==> src/rtl/adc_sample_receiver_pkg.sv <==
// Shared types and defaults for the ADC sample receiver.
// Sample type, default widths and receiver state encoding.
package adc_pkg;

  localparam int ADC_DATA_W   = 12;
  localparam int ADC_LOG2_AVG = 4;

  typedef logic [ADC_DATA_W-1:0] adc_sample_t;

  typedef enum logic {
    IDLE,
    ACCUM
  } rx_state_t;

endpackage

==> src/rtl/adc_sample_receiver_if.sv <==
// ADC strobe/data in, raw and averaged results out.
// slave = receiver side, master = ADC + NCO control side.
interface adc_sample_receiver_if #(
  parameter int DATA_W = 12,
  parameter int IDX_W  = 4
);

  logic              response_valid_in;
  logic [DATA_W-1:0] adc_data_in;
  logic [DATA_W-1:0] sample_out;
  logic              sample_valid;
  logic [DATA_W-1:0] avg_out;
  logic              avg_valid;
  logic [IDX_W-1:0]  sample_idx;

  modport master (
    output response_valid_in,
    output adc_data_in,
    input  sample_out,
    input  sample_valid,
    input  avg_out,
    input  avg_valid,
    input  sample_idx
  );

  modport slave (
    input  response_valid_in,
    input  adc_data_in,
    output sample_out,
    output sample_valid,
    output avg_out,
    output avg_valid,
    output sample_idx
  );

endinterface

==> src/rtl/strobe_sync_edge.sv <==
// Synchronises an async strobe and emits a registered rise pulse.
// Ports: MAX10_CLK1_50, reset_n (sync, low), strobe_in -> rise.
module strobe_sync_edge #(
  parameter int SYNC_STAGES = 2
) (
  input  logic MAX10_CLK1_50,
  input  logic reset_n,
  input  logic strobe_in,
  output logic rise
);

  logic [SYNC_STAGES-1:0] sync;
  logic                   prev;

  always_ff @(posedge MAX10_CLK1_50) begin
    if (!reset_n) begin
      sync <= '0;
      prev <= 1'b0;
      rise <= 1'b0;
    end else begin
      sync <= {sync[SYNC_STAGES-2:0], strobe_in};
      prev <= sync[SYNC_STAGES-1];
      rise <= sync[SYNC_STAGES-1] & ~prev;
    end
  end

endmodule

==> src/rtl/adc_sample_receiver.sv <==
// Captures ADC samples per strobe and block-averages 2^LOG2_AVG.
// Ports: MAX10_CLK1_50, reset_n, enable, bus (slave modport).
module adc_sample_receiver
  import adc_pkg::*;
#(
  parameter int DATA_W      = ADC_DATA_W,
  parameter int LOG2_AVG    = ADC_LOG2_AVG,
  parameter int SYNC_STAGES = 2
) (
  input  logic                  MAX10_CLK1_50,
  input  logic                  reset_n,
  input  logic                  enable,
  adc_sample_receiver_if.slave  bus
);

  localparam int IDX_W = (LOG2_AVG > 0) ? LOG2_AVG : 1;
  localparam int ACC_W = DATA_W + LOG2_AVG;
  localparam logic [IDX_W-1:0] IDX_LAST =
    IDX_W'((1 << LOG2_AVG) - 1);

  rx_state_t         state;
  logic [ACC_W-1:0]  acc;
  logic [ACC_W-1:0]  sum;
  logic [IDX_W-1:0]  idx;
  logic [DATA_W-1:0] smp_q;
  logic [DATA_W-1:0] avg_q;
  logic              smp_v;
  logic              avg_v;
  logic              rise;

  strobe_sync_edge #(
    .SYNC_STAGES(SYNC_STAGES)
  ) u_sync (
    .MAX10_CLK1_50(MAX10_CLK1_50),
    .reset_n      (reset_n),
    .strobe_in    (bus.response_valid_in),
    .rise         (rise)
  );

  assign sum = acc + ACC_W'(bus.adc_data_in);

  always_ff @(posedge MAX10_CLK1_50) begin
    if (!reset_n) begin
      state <= IDLE;
      acc   <= '0;
      idx   <= '0;
      smp_q <= '0;
      avg_q <= '0;
      smp_v <= 1'b0;
      avg_v <= 1'b0;
    end else begin
      smp_v <= 1'b0;
      avg_v <= 1'b0;
      unique case (state)
        IDLE: begin
          acc <= '0;
          idx <= '0;
          if (enable) state <= ACCUM;
        end
        ACCUM: begin
          // enable wins over a coincident edge
          if (!enable) begin
            state <= IDLE;
            acc   <= '0;
            idx   <= '0;
          end else if (rise) begin
            smp_q <= bus.adc_data_in;
            smp_v <= 1'b1;
            if (idx == IDX_LAST) begin
              avg_q <= DATA_W'(sum >> LOG2_AVG);
              avg_v <= 1'b1;
              acc   <= '0;
              idx   <= '0;
            end else begin
              acc <= sum;
              idx <= idx + 1'b1;
            end
          end
        end
        default: state <= IDLE;
      endcase
    end
  end

  assign bus.sample_out   = smp_q;
  assign bus.sample_valid = smp_v;
  assign bus.avg_out      = avg_q;
  assign bus.avg_valid    = avg_v;
  assign bus.sample_idx   = idx;

endmodule

==> src/flat_wrapper.sv <==
// flat-port wrapper written by rule: the top's interface ports become plain ports
module adc_sample_receiver_flat import adc_pkg::*;
#(
  parameter int DATA_W      = ADC_DATA_W,
  parameter int LOG2_AVG    = ADC_LOG2_AVG,
  parameter int SYNC_STAGES = 2
)
  (MAX10_CLK1_50, reset_n, enable, bus_response_valid_in, bus_adc_data_in, bus_sample_out, bus_sample_valid, bus_avg_out, bus_avg_valid, bus_sample_idx);
  adc_sample_receiver_if #(.DATA_W(DATA_W), .IDX_W(4)) bus_i ();
  input  logic MAX10_CLK1_50;
  input  logic reset_n;
  input  logic enable;
  input wire logic [$bits(bus_i.response_valid_in)-1:0] bus_response_valid_in;
  input wire logic [$bits(bus_i.adc_data_in)-1:0] bus_adc_data_in;
  output wire logic [$bits(bus_i.sample_out)-1:0] bus_sample_out;
  output wire logic [$bits(bus_i.sample_valid)-1:0] bus_sample_valid;
  output wire logic [$bits(bus_i.avg_out)-1:0] bus_avg_out;
  output wire logic [$bits(bus_i.avg_valid)-1:0] bus_avg_valid;
  output wire logic [$bits(bus_i.sample_idx)-1:0] bus_sample_idx;
  assign bus_i.response_valid_in = bus_response_valid_in;
  assign bus_i.adc_data_in = bus_adc_data_in;
  assign bus_sample_out = bus_i.sample_out;
  assign bus_sample_valid = bus_i.sample_valid;
  assign bus_avg_out = bus_i.avg_out;
  assign bus_avg_valid = bus_i.avg_valid;
  assign bus_sample_idx = bus_i.sample_idx;
  adc_sample_receiver #(.DATA_W(DATA_W), .LOG2_AVG(LOG2_AVG), .SYNC_STAGES(SYNC_STAGES)) u_core (.MAX10_CLK1_50(MAX10_CLK1_50), .reset_n(reset_n), .enable(enable), .bus(bus_i));
endmodule
==> config.mk <==
export PLATFORM = sky130hd
export DESIGN_NAME = adc_sample_receiver_flat
export DESIGN_NICKNAME = d
export VERILOG_FILES = /design/src/rtl/adc_sample_receiver_pkg.sv /design/src/rtl/adc_sample_receiver_if.sv /design/src/rtl/strobe_sync_edge.sv /design/src/rtl/adc_sample_receiver.sv /design/src/flat_wrapper.sv
export SDC_FILE = /design/constraint.sdc
export NUM_CORES = 1
export LEC_CHECK = 0
export CORE_ASPECT_RATIO = 0.6
export CORE_MARGIN = 3
export CORE_UTILIZATION = 49
export CTS_CLUSTER_DIAMETER = 30
export DETAILED_ROUTE_END_ITERATION = 6
export PLACE_DENSITY = 0.75
export SLEW_MARGIN = 5
export SYNTH_ARGS = -nofsm -noshare
export SYNTH_HDL_FRONTEND = slang
export SYNTH_SLANG_ARGS = --single-unit
==> constraint.sdc <==
create_clock -name MAX10_CLK1_50 -period 3.4 [get_ports MAX10_CLK1_50]
set_clock_uncertainty 0.15 [all_clocks]
set_input_delay 0.68 -clock MAX10_CLK1_50 [delete_from_list [all_inputs] [get_ports MAX10_CLK1_50]]
set_output_delay 0.68 -clock MAX10_CLK1_50 [all_outputs]
set_load 0.01 [all_outputs]
# Word-level counts from Yosys, hierarchy flattened
# Index checks and enable logic that the tools add are counted.
[op_classes]
addsub = 2
n_mul = 0
div_mod_pow = 0
order_cmp = 0
n_eq_ne = 2
n_shift = 0
mux = 11
bitwise_logic = 3
reduce_logical = 4
[op_table]
columns = ["op", "count"]
rows = [
  ["$mux 16", 3],
  ["$pmux 16 s2", 1],
  ["$add 16x12->16", 1],
  ["$mux 4", 3],
  ["$pmux 4 s2", 1],
  ["$reduce_and 4->1", 2],
  ["$reduce_and 3->1", 2],
  ["$add 4x1->4 const B", 1],
  ["$eq 4x4->1 const B", 1],
  ["$mux 1", 3],
  ["$ne 3x3->1 const B", 1],
  ["$not 1->1", 2],
  ["$and 1x1->1", 1],
]
[word_totals]
regBits = 51
latch_bits = 0
ram_bits = 0
romBits = 0
input_bits = 16
output_inout_bits = 30
elab_cells = 32
n_memories = 0

# Depth between registers and ports, before layout
# Gate-level depths: netlist of the first run.
[logic_depth]
ltp_word = 5
mapped_depth = 7
ltp_nobuf = 7

# Modules after synthesis
# Synthesis of the first run repeated with hierarchy kept, for this count alone.
[hier_totals]
hier_cells = 281
area_unflattened_um2 = 2427.3
[by_module_without_submodules]
columns = ["module", "n_inst", "cells_each", "area_each_um2", "seq_area_each_um2"]
rows = [
  ["adc_sample_receiver", 1, 273, 2316.0, 940.9],
  ["strobe_sync_edge", 1, 8, 111.4, 80.1],
]

# Worst setup path after synthesis of the first run
# No wires, ideal clock.
[synth_timing]
kind = "input-to-reg"
from = "input port bus_adc_data_in[0]"
to = "register u_core.acc[8]"
setup_time_ns = 0.117
arrival_ns = 2.403
t_required_ns = 3.133
path_slack_ns = 0.729
cell_stages = 6
n_path_buf = 0
path_cell_list = "ha_1 -> fa_1 -> a21oi_1 -> nor3_4 -> or4_1 -> a32o_1"
[synth_between]
elab_chain_len = 5
[synth_rtl]
columns = ["element", "line", "text"]
rows = [
  ["start: declaration", "flat_wrapper.sv:14", "input wire logic [$bits(bus_i.adc_data_in)-1:0] bus_adc_data_in;"],
  ["$add 16x12->16", "adc_sample_receiver.sv:40", "assign sum = acc + ACC_W'(bus.adc_data_in);"],
  ["$mux 16", "adc_sample_receiver.sv:69", "if (idx == IDX_LAST) begin"],
  ["$mux 16", "adc_sample_receiver.sv:66", "end else if (rise) begin"],
  ["$mux 16", "adc_sample_receiver.sv:62", "if (!enable) begin"],
  ["$pmux 16 s2", "adc_sample_receiver.sv:54", "unique case (state)"],
  ["end signal: assignment", "adc_sample_receiver.sv:75", "acc <= sum;"],
  ["end: declaration", "adc_sample_receiver.sv:22", "logic [ACC_W-1:0] acc;"],
]
# No other way between the ends. The select of a mux whose other input is x is not followed.
# A chain may end at the register's enable or synchronous reset.

# Worst setup path after layout of the first run
[layout_timing]
from = "input port bus_adc_data_in[0]"
to = "register u_core.acc[14]"
# The elaborated chain is that of the path after synthesis.

==> summary.md, run 1 <==
| Metric | Value |
|---|---|
| H-tree Lvls | 2 |
| Detailed-route vias per instance | 5.76 |
| Post-synthesis async set-or-reset flop share | 0% |
| Critical path arrival | 2900 ps |
| Die height | 61.5 um |
| Synth area leader | dfxtp_1 |
| Leak Pwr | 1.19 nW |
| Initial DRC count | 138 |
| Yosys top cell area share | 40.6% |
| Post-Synth Simple-Gate Area | 20.0% |
| Syn avg cell area | 8.75 um^2 |
| Filler Cell Count | 424 |
| FF-to-FF path depth | 8 |
| Setup CP Type | input port to register |
| Worst VDD drop | 0.000216 V |
| Post-synth top cells | dfxtp_1 (51), nand2_1 (47), a21oi_1 (29) |
| Hold_sp | u_core.u_sync.prev |
| Hold Path Class | register to register |
| Largest net degree at the start of global routing | 20 |
| Reg2Reg Launch Point | u_core.acc[0] |
| Vias in the first global route | 1952 |
| Count of pins over their slew limit | 0 |
| First-pass DRT Iterations | 5 |
| Post-synth EDFFs | 0 |
| Number of distinct library cells after synthesis | 53 |
| Max-cap violations | 0 |
| Post-synthesis sequential area ratio | 40.6% |
| #FFs+latches synth | 51 |
| Final std cells w/o fill | 395 |
| R2R Setup Slk | 1080 ps |
| Starting Density | 52.8% |
| CTS Hold Bufs | 0 |
| RSZ-0062 raised after global routing | no |
| Total placed cells including tap cells | 387 |
| R2r endpoint | u_core.acc[14] |
| Top post-synthesis cells by area | dfxtp_1 (41%), nand2_1 (7.0%), ha_1 (6.5%) |
| Area delta synth->final | 24.3% |
| PwrDens | 338 nW/um^2 |
| # DRC | 0 |
| Share of cells above drive strength 1 | 6.63% |
| CTS buffer count | 5 |
| Core Rows | 19 |
| Cells after synthesis | 287 |
| Status | complete, no violations |
| Clock Latency Late Sink | 300 ps |
| Clock buffer depth | 2 |
| Crit path launch type | input port |
| Required time of the critical path | 3450 ps |
| CTS tree | done |
| FMAX | 0.351 GHz |
| Crit. End Element | register |
| GRT overflow | 0 |
| Compound-Gate Fraction of Synth Area | 25.3% |
| CP Launch Point | bus_adc_data_in[0] |
| Nets | 361 |
| CTS-repair resized insts | 0 |
| # clock sinks | 51 |
| Port buffer count | 45 |
| Routability cong. | 0.898 |
| Relative slew slack | 61.4% |
| Worst slew pin tran | 580 ps |
| IO Pins | 46 |
| Area share of fa/ha/maj cells after synthesis | 7.27% |
| Largest family of logic cells by synthesized area | compound AO/OA/AOI/OAI gates |
| Root Buffer | clkbuf_8 |
| Xor/xnor share of the synthesized area | 2.79% |
| Via Count | 2275 |
| Fin crit share | 83.9% |
| WL/cell | 15.3 um |
| Clk slew on worst S/H paths | 90 ps |
| Post-CTS setup buffers | 0 |
| Die width | 98.4 um |
| Worst setup endpoint | u_core.acc[14] |
| Die Area | 6050 um^2 |
| DRT antenna net count | 0 |
| Count leader, synth | dfxtp_1 |
| Total track usage | 20.7% |
| CP Max Fanout | 5 |
| Netlist Area Pre-Place | 2510 um^2 |
| Min Tclk post-route | 2850 ps |
| Final setup vio count | 0 |
| Final hold vios | 0 |
| First-pass GRT wire length | 9.89 mm |
| Mapped Nets | 317 |
| Number of antenna violations at the first check in global routing | 0 |
| Mux cell area share after synthesis | 0.448% |
| Routed WL | 6.04 mm |
| HPWL Detailed | 4.47 mm |
| Core area | 4750 um^2 |
| # diodes | 0 |
| Synth Warn # | 0 |
| Setup TNS | 0 ps |
| Synth Flop Type | dfxtp_1 |
flip-flops by register name (all words and copies together), names as in the netlist:
register,count
u_core.bus.sample_valid,1
u_core.bus.sample_out,12
u_core.u_sync.rise,1
u_core.u_sync.prev,1
u_core.u_sync.sync,2
u_core.bus.avg_out,12
u_core.bus.avg_valid,1
u_core.acc,16
u_core.bus.sample_idx,4
u_core.state,1
worst min-delay path by stage:
stage,to,slack (ps),depth (start not counted)
floorplan,u_core.u_sync.rise,220,1
global placement,u_core.u_sync.rise,220,1
detailed placement,u_core.u_sync.rise,230,1
CTS,u_core.u_sync.rise,240,1
global route,u_core.u_sync.rise,270,1
finish,u_core.u_sync.rise,240,1
power breakdown:
part,internal [W],switching [W]
clock network,0.000186,0.000195
logic,0.0000324,0.0000390
registers,0.000600,0.00000201
through the flow:
stage	power [W]	utilization, %	worst slack, ps	hold WS (ps)	cell area (um^2)
after floorplan	0.000654	-	729	217	2510
after global placement	0.000686	63.6	282	220	3020
after detailed placement	0.000687	63.6	260	228	3020
after CTS	0.00106	65.7	561	240	3120
after global routing	0.00109	65.7	383	273	3120
final	0.00106	65.7	549	239	3120
cell families (layout without fill, tap and decap cells):
kind of cell	count (synthesis)	in the layout
compound gates	90	90
flops	51	51
xor+xnor	8	8
mux	1	1
buf+inv	20	65
simple gates	103	103
fa+ha+maj	14	14
layout by cell type, fill, tap and decap left out, types with 2 or more instances in the layout:
master,count
dfxtp_1,51
nand2_1,47
clkdlybuf4s50_1,45
a21oi_1,29
nand3_1,20
o21ai_0,15
ha_1,13
clkbuf_8,7
nor2_1,6
a22o_1,6
buf_4,6
inv_1,5
and3_1,5
xnor2_1,5
nor3_1,5
and2_1,4
a211o_1,3
a32o_1,3
o31ai_1,3
a21o_1,3
xor2_1,3
nor4_1,3
o211a_1,3
o21a_1,2
nand3_2,2
o311ai_2,2
o22a_1,2
or3_1,2
nand4_1,2
nand2b_1,2
o2bb2ai_1,2
o32ai_1,2
a2111oi_0,2
a2111o_1,2
layer usage:
metal  up-vias  global-route usage (%)  wire length (um)
li1       1147                       -                 -
met4         0                    4.67                37
met3         5                    5.09               371
met2        70                    29.8              2370
met1      1053                    31.1              3260
met5         -                       0                 0
critical path: stages:
cell and delay (ps):
clkdlybuf4s50_1 440, ha_1 240, fa_1 410, a21oi_1 140, buf_4 150, nor3_4 60
o311ai_2 430, a211oi_1 140, o22a_1 220
layout make-up:
class                   count  area (um^2)  area share [%]
well taps                  63         78.8            2.53
inverters                   6         22.5           0.721
flip-flops and latches     51         1020            32.7
repair buffers             51          495            15.9
clock buffers               8          100            3.21
multi-input cells         216         1400            45.0
(Power assumes the default switching activity.)
==> inputs of run 2 (changes only) <==
--- a/config.mk
+++ b/config.mk
@@ -7,10 +7,10 @@
 export LEC_CHECK = 0
 export CORE_ASPECT_RATIO = 0.6
 export CORE_MARGIN = 3
-export CORE_UTILIZATION = 49
+export CORE_UTILIZATION = 47
 export CTS_CLUSTER_DIAMETER = 30
 export DETAILED_ROUTE_END_ITERATION = 6
-export PLACE_DENSITY = 0.75
+export PLACE_DENSITY = 0.76
 export SLEW_MARGIN = 5
 export SYNTH_ARGS = -nofsm -noshare
 export SYNTH_HDL_FRONTEND = slang
==> constraint.sdc (replaced) <==
create_clock -name MAX10_CLK1_50 -period 2.3 [get_ports MAX10_CLK1_50]
set_clock_uncertainty 0.15 [all_clocks]
set_input_delay 0.46 -clock MAX10_CLK1_50 [delete_from_list [all_inputs] [get_ports MAX10_CLK1_50]]
set_output_delay 0.46 -clock MAX10_CLK1_50 [all_outputs]
set_load 0.01 [all_outputs]
==> run 2 against run 1 <==
Count of clock-buffer cells in the layout is 2 lower. Register-to-register slack worse by 980 ps. Die area is 3.9% higher. Utilization is 10 points higher. Critical endpoint is now u_core.bus.avg_out[10]. Worst hold slack better by 1.7 ps. Design area is 18% higher. Critical path type unchanged. Largest power group unchanged.
==> summary.md, run 2 (synthesized netlist as in run 1, its figures left out) <==
| Metric | Value |
|---|---|
| Filler Cell Count | 367 |
| Crit path launch type | input port |
| DRT antenna net count | 0 |
| # clock sinks | 51 |
| Share of cells above drive strength 1 | 24.2% |
| Final hold vios | 0 |
| Min Tclk post-route | 2250 ps |
| Worst VDD drop | 0.000324 V |
| # diodes | 0 |
| IO Pins | 46 |
| Clk pwr share | 38.3% |
| Detailed-route vias per instance | 5.70 |
| Combinational Power Share | 8.8% |
| Worst slack, placed | -569 ps |
| Cell internal pwr | 0.00131 W |
| Max-cap violations | 0 |
| Total placed cells including tap cells | 433 |
| Worst slew pin tran | 431 ps |
| Top reg by flops | u_core.acc |
| Commonest non-fill, non-tap cell in the layout | buf_4 |
| Initial DRC count | 240 |
| Setup WS post-layout | 49.3 ps |
| Reg power frac | 52.9% |
| CP Max Fanout | 5 |
| Switch Pwr | 0.000369 W |
| Critical path arrival | 2320 ps |
| Die height | 62.6 um |
| Total track usage | 23.4% |
| Core area | 4850 um^2 |
| Setup CP Type | input port to register |
| Area delta synth->final | 46.9% |
| Switching Fraction | 21.9% |
| Routed WL | 7.24 mm |
| Status | complete, no violations |
| Vias in the first global route | 2438 |
| Commonest non-fill, non-tap cells in the layout | buf_4 (53), dfxtp_1 (51), nand2_1 (46) |
| Final std cells w/o fill | 443 |
| Fin crit share | 97.9% |
| WL/cell | 16.3 um |
| Nets | 409 |
| Root Buffer | clkbuf_8 |
| Routability cong. | 0.865 |
| Final setup vio count | 0 |
| Die width | 100 um |
| HPWL Detailed | 5.23 mm |
| FMAX | 0.444 GHz |
| H-tree Lvls | 2 |
| Starting Density | 51.8% |
| CTS buffer count | 5 |
| # DRC | 0 |
| PwrDens | 456 nW/um^2 |
| Port buffer count | 45 |
| Leak Pwr | 1.44 nW |
| Final core occ | 76.1% |
| Clock Latency Late Sink | 300 ps |
| CTS tree | done |
| Core Rows | 19 |
| Setup TNS | 0 ps |
| Die Area | 6290 um^2 |
| Clock buffer depth | 2 |
| Required time of the critical path | 2370 ps |
| Count of pins over their slew limit | 0 |
| Largest net degree at the start of global routing | 20 |
| Number of antenna violations at the first check in global routing | 0 |
| GRT overflow | 0 |
| Via Count | 2523 |
| Hold Path Class | register to register |
| First-pass GRT wire length | 11.8 mm |
| First-pass DRT Iterations | 4 |
| Number of flip-flops in the largest register | 16 |
| Clk slew on worst S/H paths | 80 ps |
| Relative slew slack | 71.2% |
| Crit. End Element | register |
| CTS Hold Bufs | 0 |
run 2: cell count changes in the layout (fill, tap and decap cells not counted), moves of 3 or more:
cell	delta
buf_4	+47
ha_1	-10
ha_4	+10
clkdlybuf4s50_1	-8
dlygate4sd2_1	+7
a21oi_1	-3
run 2: cell type report:
cell class | count | area [um^2] | area share (%)
Multi-Input combinational cell | 216 | 1600 | 43.3
Sequential cell | 51 | 1020 | 27.7
Timing Repair Buffer | 99 | 855 | 23.2
Clock buffer | 6 | 82.6 | 2.24
Tap cell | 63 | 78.8 | 2.14
Clock inverter | 2 | 35.0 | 0.949
Inverter | 6 | 22.5 | 0.610
run 2: worst paths after layout:
check,cells after the start,slack [ps],to,startpoint
max reg2reg,6,100,u_core.acc[8],u_core.acc[0]
max,7,50,u_core.bus.avg_out[10],bus_adc_data_in[11]
min,1,240,u_core.u_sync.rise,u_core.u_sync.prev
min reg2reg,1,240,u_core.u_sync.rise,u_core.u_sync.prev
run 2: repair_timing:
action                                 in CTS  in global routing
endpoints found under the hold margin       0                  0
cloned                                      0                  0
buffers inserted                            2                  0
setup endpoints to repair                  17                  7
resized for setup                          18                 14
pin swaps                                   9                  3
run 2: critical path, cell delays in order:
cell	delay [ps]
clkdlybuf4s50_1	600
ha_4	250
and3_2	260
and4_1	220
o31a_1	140
o211a_1	240
nor3_1	160
run 2: stage by stage:
step                hold slack [ps]  total power (W)  instance area, um^2
floorplan                       217         0.000967                 2540
finish                          240          0.00168                 3690
detailed placement              229          0.00104                 3410
global placement                221          0.00104                 3410
CTS                             241          0.00168                 3620
global route                    258          0.00175                 3690
run 2: power by group through the flow:
stage / Sequential (W) / Clock, W / Combinational (W)
detailed placement: 0.000911 / 0 / 0.000133
global route: 0.000891 / 0.000704 / 0.000159
floorplan: 0.000910 / 0 / 0.0000576
CTS: 0.000890 / 0.000652 / 0.000140
finish: 0.000890 / 0.000644 / 0.000149
global placement: 0.000911 / 0 / 0.000130
run 2: metal layers:
layer	routed length, um	track usage (%)
met5	0	0
met4	47	5.38
met3	458	4.57
met2	3270	37.1
met1	3470	32.6
